### config.mk
export PLATFORM = sky130hd
export DESIGN_NAME = store_outstanding_ctrl
export DESIGN_NICKNAME = d
export VERILOG_FILES = /design/src/rtl/store_outstanding_ctrl.sv
export SDC_FILE = /design/constraint.sdc
export NUM_CORES = 1
export LEC_CHECK = 0
export ABC_AREA = 1
export CAP_MARGIN = 0
export CORE_AREA = 2 2 39 41
export DETAILED_ROUTE_END_ITERATION = 8
export DIE_AREA = 0 0 41 43
export MAX_ROUTING_LAYER = met4
export PLACE_DENSITY = 0.56
export REMOVE_ABC_BUFFERS = 1
export SYNTH_ARGS = -nofsm -noshare
export SYNTH_HDL_FRONTEND = slang
export SYNTH_SLANG_ARGS = --single-unit
### constraint.sdc
create_clock -name clk_i -period 2.4 [get_ports clk_i]
set_input_delay 0.6 -clock clk_i [delete_from_list [all_inputs] [get_ports clk_i]]
set_output_delay 0.6 -clock clk_i [all_outputs]
set_load 0.1 [all_outputs]
### src/rtl/store_outstanding_ctrl.sv
// Store admission control: caps in-flight stores, serializes non-idempotent stores,
// and drains all outstanding stores for fences with a one-cycle completion pulse.
module store_outstanding_ctrl #(
  parameter int unsigned MaxOutstanding = 7,
  parameter int unsigned CntWidth       = $clog2(MaxOutstanding + 1)
) (
  input  logic                clk_i,
  input  logic                rst_i,
  input  logic                st_req_i,
  input  logic                st_nonidem_i,
  output logic                st_gnt_o,
  input  logic                st_ack_i,
  input  logic                fence_req_i,
  output logic                fence_done_o,
  output logic [CntWidth-1:0] count_o,
  output logic                busy_o,
  output logic                ack_err_o
);

  localparam logic [CntWidth-1:0] MaxCnt = CntWidth'(MaxOutstanding);

  typedef enum logic [1:0] {
    StIdle,
    StDrain,
    StDone
  } state_e;

  state_e              state_q;
  logic                fence_done_q;
  logic [CntWidth-1:0] count_q, count_d;
  logic                nonidem_pend_q, nonidem_pend_d;
  logic                ack_err_q, ack_err_d;
  logic                issue_ok;
  logic                gnt;
  logic                ack_ok;

  // A fence request blocks grants in the very cycle it arrives.
  assign issue_ok = ~rst_i & (state_q == StIdle) & ~fence_req_i & ~nonidem_pend_q;

  always_comb begin
    gnt = 1'b0;
    if (issue_ok && st_req_i) begin
      if (st_nonidem_i) gnt = (count_q == '0);
      else              gnt = (count_q < MaxCnt);
    end
  end

  // Grants use the registered count only, so a same-cycle ack never frees a slot.
  assign ack_ok = st_ack_i & (count_q != '0);

  always_comb begin
    count_d = count_q + CntWidth'(gnt) - CntWidth'(ack_ok);

    nonidem_pend_d = nonidem_pend_q;
    if (gnt && st_nonidem_i)  nonidem_pend_d = 1'b1;
    else if (count_d == '0)   nonidem_pend_d = 1'b0;

    ack_err_d = ack_err_q | (st_ack_i & (count_q == '0));
  end

  always_ff @(posedge clk_i) begin
    if (rst_i) begin
      count_q        <= '0;
      nonidem_pend_q <= 1'b0;
      ack_err_q      <= 1'b0;
    end else begin
      count_q        <= count_d;
      nonidem_pend_q <= nonidem_pend_d;
      ack_err_q      <= ack_err_d;
    end
  end

  always_ff @(posedge clk_i) begin
    if (rst_i) begin
      state_q      <= StIdle;
      fence_done_q <= 1'b0;
    end else begin
      fence_done_q <= 1'b0;
      case (state_q)
        StIdle: begin
          if (fence_req_i) state_q <= StDrain;
        end
        StDrain: begin
          if (count_q == '0) begin
            state_q      <= StDone;
            fence_done_q <= 1'b1;
          end
        end
        StDone: begin
          state_q <= StIdle;
        end
        default: begin
          state_q <= StIdle;
        end
      endcase
    end
  end

  assign st_gnt_o     = gnt;
  assign fence_done_o = fence_done_q & ~rst_i;
  assign count_o      = count_q;
  assign busy_o       = (count_q != '0) | nonidem_pend_q | (state_q != StIdle);
  assign ack_err_o    = ack_err_q;

endmodule

==> results.txt <==
Vertical die dimension: 43 um
Vias: 408
Layout Area Growth over Synthesis: 58.4%
DRT iter0 DRCs: 9
CORE AREA: 1380 um^2
Mapped cell area: 415 um^2
Fillers: 144
Placer Congestion: 0.750
Final period util: 95.1%
Initial core utilization: 30.0%
# diodes: 0
Hold_sp: ack_err_o
Register area: 160 um^2
Critical Path Start Type: input pin
Total CTS buffers: 3
Crit path kind: input pin to primary output
Hold Fails Final Rpt: 0
Min Tclk post-route: 2.28 ns
Half-perimeter wire length after placement: 667 um
Initial antenna violation count: 0
H-Tree Level Count: 1
Seq cells post-synth: 8
Share of cells above drive strength 1: 37.3%
Clock sink total: 8
CP max stage delay: 0.54 ns
Multi-input logic area: 223 um^2
Die Wd: 41 um
Slew Viols, Final: 0
MaxCap Viol Count: 0
Clock root buffer: clkbuf_4
WP data arrival: 1.68 ns
Max Clock Freq: 0.438 GHz
Reg2reg start: count_o[0]
Setup TNS Final: 0 ns
Vias in the first global route: 354
Yosys cell types: 15
Post-DR wirelength/cell: 10.5 um
Syn Inst Count: 53
Die ar.: 1760 um^2
Post-layout nets: 87
First-pass GRT wire length: 1340 um
Post-route DRC: 0
Drt first pass iters: 4
CTS tree: yes
Clk Latency, worst-skew pair: 0.26 ns
HP Class: flip-flop to flip-flop
Crit end category: primary output
Core Util, Final: 47.6%
YS warnings: 0
Critical path launch point: st_nonidem_i
Peak supply drop: 682 uV
Gr usage total: 12.9%
Setup Skew: 0.00685 ns
Final ANT Viol Nets: 0
Grt ovf: 0
Worst hold slack: 0.449 ns
DP Area: 574 um^2
Largest fanout on the critical path: 3
Vias per inst: 4.48
Slew HR: 82.2%
Bufs on Longest Clock Path: 2
Critical path cell sequence: clkdlybuf4s50_1 -> o21ai_2 -> a21oi_2 -> buf_4 -> buf_12
Status: finished, final reports clean
CP Data Required Time: 1.80 ns
Pwr per Cell Area: 1440 nW/um^2
Number of buffers inserted by port buffering: 12
Largest net degree at the start of global routing: 10
Worst-path clk slew: 0.05 ns
Row count: 14
Io pins: 13
Post-route cell area: 658 um^2
Worst slew pin tran: 0.266 ns
Leakage: 0.333 nW
Syn_area_per_cell: 7.84 um^2
Final setup violation count: 0
Routed WL: 959 um
Slowest CP cell: clkdlybuf4s50_1
Sequential area share after synthesis: 38.6%
## critical path: cells and delay by family
| family | cells | cell delay (ns) |
|---|---|---|
| buffers and inverters | 3 | 0.84 |
| AO/OA/AOI/OAI | 2 | 0.23 |
## final timing paths
kind	end	slack, ns	cells after the start
min reg2reg	ack_err_o	0.45	2
max	st_gnt_o	0.12	5
min	ack_err_o	0.45	2
max reg2reg	nonidem_pend_q	0.20	12
## power breakdown
group          internal, W  switching (W)
sequential        0.000166      0.0000361
combinational     0.000206       0.000434
clock            0.0000575      0.0000493
total             0.000429       0.000519
## logic make-up (layout without fill, tap and decap cells)
group	after synthesis	after routing	share of synthesized area, %
buffers and inverters	12	34	12.7
AND/OR/NAND/NOR	23	23	26.8
XOR/XNOR	1	1	2.11
flip-flops	8	8	38.6
adder cells (fa/ha/maj)	4	4	13.9
AO/OA/AOI/OAI	5	5	6.02
## registers in the layout, indices dropped and copies added, names as in the netlist
register	count
ack_err_o	1
count_o	3
fence_done_q	1
nonidem_pend_q	1
state_q	2
## through the flow
step	std cells	setup WS [ns]	total power (W)
after detailed placement	83	-0.309	0.000810
final	91	0.117	0.000948
after floorplan	52	-1.59	0.000659
after global placement	83	-0.242	0.000807
after CTS	91	0.0244	0.000929
after global routing	91	-0.0162	0.00102
## metal layers
metal  part of all wire (%)  GRT usage, %  vias to the layer above  routed length (um)
li1                       -             -                      207                   -
met1                     45          14.2                      175                 429
met2                     43          15.6                       19                 414
met3                    5.6          4.71                        7                  54
met4                    6.3          14.7                        0                  60
met5                      0             -                        -                   0
## final cells by class
| type | count | area share (%) |
|---|---|---|
| flip-flops and latches | 8 | 24.3 |
| repair buffers | 20 | 29.1 |
| multi-input cells | 33 | 33.8 |
| inverters | 11 | 6.27 |
| well taps | 16 | 3.04 |
| clock buffers | 3 | 3.42 |
## cells in the mapped netlist (all sizes together)
master / count / area (um^2)
buf: 1 / 11.3
fa: 1 / 20.0
ha: 3 / 37.5
inv: 11 / 41.3
nor4: 2 / 12.5
dfxtp: 8 / 160
nor2: 10 / 42.5
xnor2: 1 / 8.76
nand3: 2 / 10.0
nand2: 8 / 30.0
a21oi: 4 / 20.0
o21ai: 1 / 5.00
nor3: 1 / 16.3
## placed cells by master (no fill, tap or decap)
master / instances
buf_4: 13
inv_1: 9
nand2_1: 8
dfxtp_1: 8
nor2_1: 7
nor2_2: 3
a21oi_1: 3
clkbuf_4: 3
inv_2: 2
nand3_1: 2
nor4_1: 2
ha_1: 2
dlymetal6s2s_1: 2
buf_12: 2
nor3_4: 1
o21ai_2: 1
a21oi_2: 1
xnor2_2: 1
fa_1: 1
ha_2: 1
dlygate4sd2_1: 1
clkdlybuf4s15_1: 1
clkdlybuf4s50_1: 1
## what timing repair did
action	in CTS	in global routing
buffers inserted	5	0
endpoints found under the setup margin	3	3
pin swaps	2	8
hold buffers	0	0
gates resized for setup	4	8
Power figures use the tool's default switching activity.
